**config.mk**
```make
export PLATFORM = sky130hd
export DESIGN_NAME = multdiv_unit
export DESIGN_NICKNAME = d
export VERILOG_FILES = /design/src/rtl/multdiv_unit.sv
export SDC_FILE = /design/constraint.sdc
export NUM_CORES = 1
export LEC_CHECK = 0
export BUFFER_PORTS_ARGS = -buffer_cell sky130_fd_sc_hd__buf_2
export CORE_MARGIN = 2
export CORE_UTILIZATION = 30
export DETAILED_ROUTE_END_ITERATION = 7
export PLACE_DENSITY = 0.56
export SYNTH_ARGS = -nofsm -noshare
export SYNTH_HDL_FRONTEND = slang
export SYNTH_SLANG_ARGS = --single-unit
export TNS_END_PERCENT = 20
```
**constraint.sdc**
```tcl
create_clock -name clock -period 4.65 [get_ports clock]
set_input_delay 1.1625 -clock clock [delete_from_list [all_inputs] [get_ports clock]]
set_output_delay 1.1625 -clock clock [all_outputs]
set_load 0.01 [all_outputs]
```
**src/rtl/multdiv_unit.sv**
```systemverilog
// Iterative signed multiply (radix-2 shift-add) / divide (restoring) unit, one shared accumulator.
// Define MULTDIV_DIV_EN to build the divider; otherwise a divide request completes at once with an exception.
module multdiv_unit #(
  parameter int unsigned DATA_WIDTH = 32
) (
  input  logic                  clock,
  input  logic                  reset,
  input  logic [DATA_WIDTH-1:0] data_operandA,
  input  logic [DATA_WIDTH-1:0] data_operandB,
  input  logic                  ctrl_MULT,
  input  logic                  ctrl_DIV,
  output logic [DATA_WIDTH-1:0] data_result,
  output logic                  data_exception,
  output logic                  data_resultRDY,
  output logic                  data_busy
);

  localparam int unsigned W  = DATA_WIDTH;
  localparam int unsigned CW = $clog2(DATA_WIDTH + 1);

  typedef enum logic [1:0] {IDLE, RUN, FIX} state_t;

  state_t          state;
  logic [CW-1:0]   count;
  logic [2*W+1:0]  acc;
  logic [W:0]      opnd;
  logic            sign;
  logic            op_div;

  logic [W:0]      in_mag_a;
  logic [W:0]      in_mag_b;
  logic [W:0]      low_src;
  logic [W+1:0]    mul_sum;
  logic [2*W+1:0]  mul_next;
  logic [2*W-1:0]  prod;
  logic [W-1:0]    res_fix;
  logic            exc_fix;

`ifdef MULTDIV_DIV_EN
  logic            div_zero;
  logic            div_ovf;
  logic [W+1:0]    div_hi;
  logic [W+2:0]    div_diff;
  logic [2*W+1:0]  div_next;
  logic [W-1:0]    quot;
`endif

  // Magnitudes are one bit wider so the most-negative operand needs no special case.
  always_comb begin
    in_mag_a = data_operandA[W-1] ? ({1'b0, ~data_operandA} + {{W{1'b0}}, 1'b1})
                                  : {1'b0, data_operandA};
    in_mag_b = data_operandB[W-1] ? ({1'b0, ~data_operandB} + {{W{1'b0}}, 1'b1})
                                  : {1'b0, data_operandB};
    low_src  = ctrl_MULT ? in_mag_b : in_mag_a;
  end

  // Accumulator: high W+2 bits hold partial product / remainder, low W bits multiplier / quotient.
  always_comb begin
    mul_sum  = acc[2*W+1:W] + (acc[0] ? {1'b0, opnd} : {(W+2){1'b0}});
    mul_next = {1'b0, mul_sum, acc[W-1:1]};
  end

`ifdef MULTDIV_DIV_EN
  always_comb begin
    div_hi   = acc[2*W:W-1];
    div_diff = {1'b0, div_hi} - {2'b00, opnd};
    div_next = div_diff[W+2] ? {div_hi, acc[W-2:0], 1'b0}
                             : {div_diff[W+1:0], acc[W-2:0], 1'b1};
  end
`endif

  always_comb begin
    prod    = sign ? -acc[2*W-1:0] : acc[2*W-1:0];
    res_fix = prod[W-1:0];
    exc_fix = prod[2*W-1:W] != {W{prod[W-1]}};
`ifdef MULTDIV_DIV_EN
    quot = sign ? -acc[W-1:0] : acc[W-1:0];
    if (op_div) begin
      if (div_zero) begin
        res_fix = '0;
        exc_fix = 1'b1;
      end else if (div_ovf) begin
        res_fix = {1'b1, {(W-1){1'b0}}};
        exc_fix = 1'b1;
      end else begin
        res_fix = quot;
        exc_fix = 1'b0;
      end
    end
`else
    if (op_div) begin
      res_fix = '0;
      exc_fix = 1'b1;
    end
`endif
  end

  always_ff @(posedge clock or negedge reset) begin
    if (!reset) begin
      state          <= IDLE;
      count          <= '0;
      acc            <= '0;
      opnd           <= '0;
      sign           <= 1'b0;
      op_div         <= 1'b0;
      data_result    <= '0;
      data_exception <= 1'b0;
      data_resultRDY <= 1'b0;
      data_busy      <= 1'b0;
`ifdef MULTDIV_DIV_EN
      div_zero       <= 1'b0;
      div_ovf        <= 1'b0;
`endif
    end else begin
      data_resultRDY <= 1'b0;
      case (state)
        IDLE: begin
          if (ctrl_MULT || ctrl_DIV) begin
            op_div    <= !ctrl_MULT;
            sign      <= data_operandA[W-1] ^ data_operandB[W-1];
            opnd      <= ctrl_MULT ? in_mag_a : in_mag_b;
            acc       <= {{(W+1){1'b0}}, low_src};
            count     <= '0;
            data_busy <= 1'b1;
`ifdef MULTDIV_DIV_EN
            div_zero  <= data_operandB == '0;
            div_ovf   <= (data_operandA == {1'b1, {(W-1){1'b0}}}) && (data_operandB == '1);
            state     <= RUN;
`else
            state     <= ctrl_MULT ? RUN : FIX;
`endif
          end
        end
        RUN: begin
`ifdef MULTDIV_DIV_EN
          acc <= op_div ? div_next : mul_next;
`else
          acc <= mul_next;
`endif
          count <= count + CW'(1);
          if (count == CW'(W - 1)) state <= FIX;
        end
        FIX: begin
          data_result    <= res_fix;
          data_exception <= exc_fix;
          data_resultRDY <= 1'b1;
          data_busy      <= 1'b0;
          state          <= IDLE;
        end
        default: state <= IDLE;
      endcase
    end
  end

endmodule

```
==> results of run 1 <==
[routing by layer]
layer / vias up / routed length [um] / share of wire / GRT usage
li1: 4796 / - / - / -
met1: 4922 / 16040 / 0.46 / 0.2672
met2: 358 / 15820 / 0.45 / 0.3005
met3: 55 / 2051 / 0.059 / 0.02655
met4: 0 / 1070 / 0.031 / 0.06723
met5: - / 0 / 0 / 0
[cells by family (layout without fill, tap and decap cells)]
family,after synthesis,after routing
fa+ha+maj,38,38
xor+xnor,143,143
simple gates,434,434
mux,5,5
flops,143,143
compound gates,406,406
buf+inv,91,170
[final cells by class]
class	count	area, um2
repair buffers	121	671.9
clock buffers	17	425.4
clock inverters	15	192.7
multi-input cells	1026	6765
fillers	3596	23030
inverters	17	63.81
flip-flops and latches	143	3580
well taps	461	576.8
[synth_stat cells, types with 7 or more instances]
cell type and number:
sky130_fd_sc_hd__o21ai_0 157, sky130_fd_sc_hd__nand2_1 147, sky130_fd_sc_hd__dfrtp_1 143, sky130_fd_sc_hd__xor2_1 118, sky130_fd_sc_hd__clkbuf_1 65, sky130_fd_sc_hd__a21oi_1 63, sky130_fd_sc_hd__nor2_1 50, sky130_fd_sc_hd__o221ai_1 41
sky130_fd_sc_hd__and2_1 37, sky130_fd_sc_hd__ha_1 37, sky130_fd_sc_hd__or3_1 33, sky130_fd_sc_hd__o31ai_1 32, sky130_fd_sc_hd__and3_1 29, sky130_fd_sc_hd__nand3_1 27, sky130_fd_sc_hd__xnor2_1 25, sky130_fd_sc_hd__nor3_1 22
sky130_fd_sc_hd__or4_1 18, sky130_fd_sc_hd__inv_1 16, sky130_fd_sc_hd__nand2b_1 16, sky130_fd_sc_hd__a22o_1 12, sky130_fd_sc_hd__o41ai_1 11, sky130_fd_sc_hd__or2_2 10, sky130_fd_sc_hd__a21o_1 9, sky130_fd_sc_hd__a22oi_1 9
sky130_fd_sc_hd__nor4_1 9, sky130_fd_sc_hd__a211oi_1 8, sky130_fd_sc_hd__buf_1 7, sky130_fd_sc_hd__nor2b_1 7
[power groups by stage]
stage               Clock [mW]  Sequential (mW)  Combinational, mW
floorplan                    0             2.23               3.36
finish                    1.45             2.54               4.33
detailed placement           0             2.54               4.29
global route              1.53             2.62               4.90
CTS                       1.48             2.52               4.32
global placement             0             2.53               4.25
[path summary, 6_finish.rpt]
check,from,end,cells past startpoint
setup / recovery,data_operandA[1],acc[31]$_DFFE_PN0P_,11
hold / removal,data_result[2]$_DFFE_PN0P_,data_result[2]$_DFFE_PN0P_,2
setup reg to reg,acc[16]$_DFFE_PN0P_,data_exception$_DFFE_PN0P_,9
hold reg to reg,data_result[2]$_DFFE_PN0P_,data_result[2]$_DFFE_PN0P_,2
max in group asynchronous,reset,data_exception$_DFFE_PN0P_,2
min in group asynchronous,reset,data_result[12]$_DFFE_PN0P_,1
[through the flow]
step / hold WS, ns / setup WS [ns] / cell area (um2) / utilization / instances
global route: 0.5038 / 0.3109 / 12280 / 0.3476 / 1800
CTS: 0.4826 / 0.6065 / 12280 / 0.3476 / 1800
detailed placement: 0.4669 / 0.2017 / 11660 / 0.3301 / 1768
finish: 0.4759 / 0.6025 / 12280 / 0.3476 / 1800
floorplan: 0.4442 / 0.7223 / 10670 / - / 1260
global placement: 0.4601 / 0.2397 / 11660 / 0.3301 / 1768
[tightest hold or removal path, cell delays in order, from the launching register on]
cell	delay, ns
sky130_fd_sc_hd__dfrtp_1	0.33
sky130_fd_sc_hd__nand2_1	0.04
sky130_fd_sc_hd__o21ai_0	0.06
[registers in the layout (all words and copies together), names as in the netlist]
register	count
state	2
data_resultRDY	1
sign	1
count	6
opnd	33
data_exception	1
acc	65
op_div	1
data_result	32
data_busy	1
==> qor_table.md, run 1 <==
| Parameter | Value |
|---|---|
| Final antenna-violating net count | 0 |
| Detail-routed net length per standard cell | 19.43 um |
| Initial antenna violation count | 0 |
| Cell with the most instances on the worst path | sky130_fd_sc_hd__or3_1 |
| Detailed Routing Iterations Pass 1 | 5 |
| Switching share of power | 0.4626 |
| Width of the die | 192.6 um |
| Fraction of layout instances using a drive strength above 1 | 0.1404 |
| PostCTS Resize Cnt | 0 |
| Power, Total | 8.318 mW |
| Cts hold-fix bufs | 0 |
| Layout-stage area growth over the synthesis result | 15.07% |
| Skew-Pair Late Insertion Delay | 0.43 ns |
| Max transition margin | 0.2526 |
| Overall routed net length | 34.98 mm |
| Layout Skew | 0.01426 ns |
| Most common cell after layout, fill and taps aside | sky130_fd_sc_hd__o21ai_0 |
| Aggregate negative setup slack | 0 ns |
| Level count of the clock H-tree | 4 |
| Mapped Area | 0.01067 mm2 |
| Net switching power | 3.848 mW |
| Syn Inst Count | 1260 |
| Leftover overflow at the end of global routing | 0 |
| Sequential-to-total area share from yosys stat | 0.3354 |
| Fraction of registers with async set/reset | 1.000 |
| Vias/cell | 5.628 |
| Count of state elements after synthesis | 143 |
| Hold Fails Final Rpt | 0 |
| ANT cells | 0 |
| Fraction of synthesized area in multiplexers | 0.004692 |
| Cell taking the most area after synthesis | sky130_fd_sc_hd__dfrtp_1 |
| Setup slack on the worst flop-to-flop path | 0.61 ns |
| Critical Path End Type | flip-flop |
| Worst VDD drop | 0.0003095 V |
| Top cells by area, synth | sky130_fd_sc_hd__dfrtp_1 (34%), sky130_fd_sc_hd__xor2_1 (9.7%), sky130_fd_sc_hd__o21ai_0 (7.4%) |
| Maximum Capacitance Violations | 0 |
| Clock tree from TritonCTS | done |
| Required time at the worst-slack endpoint | 5.00 ns |
| Final cycle utilization of the critical path | 0.8704 |
| Compound-Gate Fraction of Synth Area | 0.2505 |
| Maximum number of pins on one net before global-route repair | 85 |
| Vertical die dimension | 192.6 um |
| Number of synthesized flops with an enable pin | 0 |
| Vias in the first global route | 9714 |
| Type of the worst min-delay path | reg -> reg |
| Global-route usage over all layers | 0.1910 |
| Sequential fraction of design power | 0.305 |
| Cell type group with the largest total delay on the critical path | simple AND/OR/NAND/NOR gates |
| Adder-cell share of the synthesized area | 0.04527 |
| Number of slew-limit violations in the final report | 0 |
| RSZ-0062 raised after global routing | false |
| Unique masters post-synth | 72 |
| Syn_nets | 1366 |
| Number of buffers inserted during clock tree synthesis | 17 |
| Std-Cell Core Area | 0.03531 mm2 |
| Last weighted congestion value of the routability-driven placer | 0.9110 |
| # clock sinks | 143 |
| Via count of the routed design | 10130 |
| Pwr Density | 677.6 mW/mm2 |
| CP max-delay cell | sky130_fd_sc_hd__or4_1 |
| Pin slew with the least headroom to its limit | 1.121 ns |
| Remaining DRCs | 0 |
| Number of rows in the core area | 69 |
| Clock group share of total power | 0.175 |
| Combinational family with the most area after synthesis | compound AO/OA/AOI/OAI gates |
| Startpoint type of the worst setup path | input port |
| Ordered cell list for the critical path | buf_2, or4_1, nand2b_1, or3_1, or3_1, or3_1, nor4bb_1, nor2_1, a21oi_1, nor2_1, a31oi_1 |
| Buf/Inv on CP | 1 |
| Final HPWL DP | 26.45 mm |
| CTS clk-pin slew, worst paths | 0.07 ns |
| Crit Path Class | in -> reg |
| Crit path DAT | 4.40 ns |
| Most instantiated flip-flop cell in the synthesis netlist | sky130_fd_sc_hd__dfrtp_1 |
| Initial core utilization | 0.3021 |
| First DRT Iteration DRCs | 940 |
| Largest stage delay, worst path | 0.64 ns |
| Leakage power total | 5.198 nW |
| Crit path max fanout | 5 |
| Xor/xnor cell area share of the yosys netlist | 0.1174 |
| Synth Area in Simple Gates | 0.2136 |
| Final-stage net count | 1432 |
| CTS Root Cell | sky130_fd_sc_hd__clkbuf_16 |
| Buffer levels on the longest clock path | 2 |
| Time the worst path needs with I/O delays and setup | 4.048 ns |
| Commonest cells after routing, fill and taps aside | sky130_fd_sc_hd__o21ai_0 (156), sky130_fd_sc_hd__nand2_1 (147), sky130_fd_sc_hd__dfrtp_1 (142) |
| Full die area | 0.03708 mm2 |
| Number of buffers inserted by post-CTS setup repair | 0 |
| Total I/O pin count | 103 |
| Final setup vio count | 0 |
| Fraction of post-synthesis cell area in the top cell type by area | 0.3354 |
| Share of power burned in combinational logic | 0.520 |
| Internal cell power | 4.470 mW |
| Status | finished, final reports clean |
| Wire length of the first global-routing pass | 55.12 mm |
| Synthesis Warnings | 0 |
| Highest clock rate | 0.2471 GHz |
| Synthesized area per cell | 8.466 um2 |
| Port bufs | 102 |
Power figures use the tool's default switching activity.
==> inputs of run 2 (changes only) <==
--- a/config.mk
+++ b/config.mk
@@ -9,7 +9,7 @@
 export CORE_MARGIN = 2
 export CORE_UTILIZATION = 30
 export DETAILED_ROUTE_END_ITERATION = 7
-export PLACE_DENSITY = 0.56
+export PLACE_DENSITY = 0.58
 export SYNTH_ARGS = -nofsm -noshare
 export SYNTH_HDL_FRONTEND = slang
 export SYNTH_SLANG_ARGS = --single-unit
==> constraint.sdc (replaced) <==
create_clock -name clock -period 3.26 [get_ports clock]
set_input_delay 0.815 -clock clock [delete_from_list [all_inputs] [get_ports clock]]
set_output_delay 0.815 -clock clock [all_outputs]
set_load 0.01 [all_outputs]
==> run 2 against run 1 <==
  * The run now ends with setup timing left
  * Critical path depth stayed put
  * Combinational power grew 110%
  * Clock power up 39%
  * Cell count up 14%
  * Power up 71%
  * Die area unchanged
  * Worst setup slack got worse by 0.81 ns
  * Largest cell class unchanged
  * Largest power group unchanged
  * Highest routed layer unchanged
==> qor_table.md, run 2 (synthesis gave the netlist of run 1 again) <==
| Parameter | Value |
|---|---|
| Status | finished with violations |
| Violated checks | setup timing |
| Setup WS post-layout | -0.2042 ns |
| Number of slew-limit violations in the final report | 0 |
| Global-route usage over all layers | 0.2100 |
| Detailed Routing Iterations Pass 1 | 7 |
| Fraction of layout instances using a drive strength above 1 | 0.3243 |
| CTS Root Cell | sky130_fd_sc_hd__clkbuf_16 |
| Layout Skew | 0.008377 ns |
| Wire length of the first global-routing pass | 60.00 mm |
| # clock sinks | 143 |
| Final-stage net count | 1686 |
| Worst setup path startpoint | acc[13]$_DFFE_PN0P_ |
| Crit Path Class | reg -> reg |
| Commonest cells after routing, fill and taps aside | sky130_fd_sc_hd__buf_4 (267), sky130_fd_sc_hd__nand2_1 (146), sky130_fd_sc_hd__dfrtp_1 (141) |
| Leakage power total | 6.556 nW |
| Port bufs | 102 |
| Highest clock rate | 0.2887 GHz |
| Max transition margin | 0.3255 |
| Skew-Pair Late Insertion Delay | 0.43 ns |
| Total I/O pin count | 103 |
| Full die area | 0.03708 mm2 |
| Required time at the worst-slack endpoint | 3.57 ns |
| Cts hold-fix bufs | 0 |
| Initial antenna violation count | 0 |
| Flip-flop count of the largest register after layout | 65 |
| Setup slack on the worst flop-to-flop path | -0.20 ns |
| ANT cells | 0 |
| RSZ-0062 raised after global routing | true |
| Final HPWL DP | 29.50 mm |
| Crit path max fanout | 6 |
| Last weighted congestion value of the routability-driven placer | 0.9511 |
| Critical Path Sink | data_exception$_DFFE_PN0P_ |
| Hold Fails Final Rpt | 0 |
| Buffer levels on the longest clock path | 2 |
| Final setup vio count | 11 |
| Endpoint of the most critical register-to-register path | data_exception$_DFFE_PN0P_ |
| Vias in the first global route | 10870 |
| Top Registers | acc: 65 flops, opnd: 33 flops, data_result: 32 flops |
| Vias/cell | 5.438 |
| Worst VDD drop | 0.0005022 V |
| RR Startpoint | acc[13]$_DFFE_PN0P_ |
| Register with the highest flop count | acc |
| First DRT Iteration DRCs | 727 |
| Aggregate negative setup slack | -0.7435 ns |
| Number of buffers inserted during clock tree synthesis | 17 |
| Crit path DAT | 3.77 ns |
| Time the worst path needs with I/O delays and setup | 3.464 ns |
| CTS clk-pin slew, worst paths | 0.06 ns |
| Maximum number of pins on one net before global-route repair | 84 |
| Fill cell count | 3480 |
| Type of the worst min-delay path | in -> async |
| Clock tree from TritonCTS | done |
| Remaining DRCs | 0 |
| Final antenna-violating net count | 0 |
| Maximum Capacitance Violations | 0 |
| Final cycle utilization of the critical path | 1.063 |
| Pwr Density | 963.3 mW/mm2 |
| Number of cells traversed by the worst register-to-register path | 11 |
| Initial core utilization | 0.3021 |
| Power, Total | 14.20 mW |
| Std-Cell Core Area | 0.03531 mm2 |
| Level count of the clock H-tree | 4 |
| Detail-routed net length per standard cell | 18.86 um |
| Width of the die | 192.6 um |
| Leftover overflow at the end of global routing | 0 |
| Via count of the routed design | 11160 |
| Number of rows in the core area | 69 |
| Overall routed net length | 38.70 mm |
| Most common cell after layout, fill and taps aside | sky130_fd_sc_hd__buf_4 |
| Vertical die dimension | 192.6 um |
| Startpoint type of the worst setup path | flip-flop |
| Critical Path End Type | flip-flop |
| Pin slew with the least headroom to its limit | 1.012 ns |
| Layout-stage area growth over the synthesis result | 38.18% |
==> run 2: timing repair <==
action | CTS | global route
gates cloned | 0 | 1
gates resized for setup | 67 | 51
setup buffers | 14 | 2
endpoints found under the hold margin | 0 | 0
endpoints found under the setup margin | 31 | 28
pin swaps | 28 | 22
==> run 2: how the worst min path moves through the flow <==
| stage | endpoint | cells after the start |
|---|---|---|
| 4_1_cts | data_busy$_DFFE_PN0P_ | 1 |
| 3_3_place_gp | data_result[1]$_DFFE_PN0P_ | 2 |
| 6_report | data_busy$_DFFE_PN0P_ | 1 |
| 3_5_place_dp | opnd[32]$_DFFE_PN0P_ | 1 |
| 2_1_floorplan | opnd[32]$_DFFE_PN0P_ | 1 |
| 5_1_grt | data_busy$_DFFE_PN0P_ | 1 |
==> run 2: area by class of cell <==
type                       instances  area (um2)  share of cell area
tap                              461       576.8             0.03913
sequential                       143        3581              0.2429
clock inverter                     6       107.6            0.007300
clock buffer                      24       481.7             0.03268
multi-input combinational       1026        7301              0.4953
inverter                          17       63.81            0.004329
timing repair buffer             375        2629              0.1783
==> run 2: critical path: stages, from the launching register on <==
cell and delay (ns):
sky130_fd_sc_hd__dfrtp_1 0.38, sky130_fd_sc_hd__or4_4 0.57, sky130_fd_sc_hd__nor4_4 0.38, sky130_fd_sc_hd__buf_4 0.20, sky130_fd_sc_hd__nand3_4 0.14, sky130_fd_sc_hd__o41ai_4 0.31, sky130_fd_sc_hd__xnor2_2 0.15, sky130_fd_sc_hd__a211oi_2 0.22
sky130_fd_sc_hd__nand3_1 0.16, sky130_fd_sc_hd__o41ai_2 0.37, sky130_fd_sc_hd__o2111ai_1 0.16, sky130_fd_sc_hd__o32a_1 0.30
==> run 2: report_power, final <==
| part | total [mW] | switching [mW] | internal [mW] |
|---|---|---|---|
| combinational | 8.93 | 4.65 | 4.28 |
| clock | 2.02 | 0.769 | 1.25 |
| sequential | 3.25 | 0.689 | 2.56 |
| total | 14.2 | 6.10 | 8.10 |
==> run 2: stage by stage <==
stage | std cells | utilization | instance area (um2) | hold WS, ns | worst slack (ns)
2_1_floorplan | 1260 | - | 10700 | 0.4442 | -0.2817
3_3_place_gp | 2005 | 0.3820 | 13490 | 0.4609 | -0.6409
3_5_place_dp | 2005 | 0.3820 | 13490 | 0.4659 | -0.6614
4_1_cts | 2049 | 0.4108 | 14500 | 0.3391 | -0.1750
5_1_grt | 2052 | 0.4175 | 14740 | 0.3609 | -0.3660
6_report | 2052 | 0.4175 | 14740 | 0.3334 | -0.2042
==> run 2: layer usage <==
metal / up-vias / global-route usage / routed length (um)
li1: 5303 / - / -
met1: 5425 / 0.2941 / 17780
met2: 372 / 0.3319 / 17700
met3: 58 / 0.03037 / 2238
met4: 0 / 0.06841 / 987
met5: - / 0 / 0
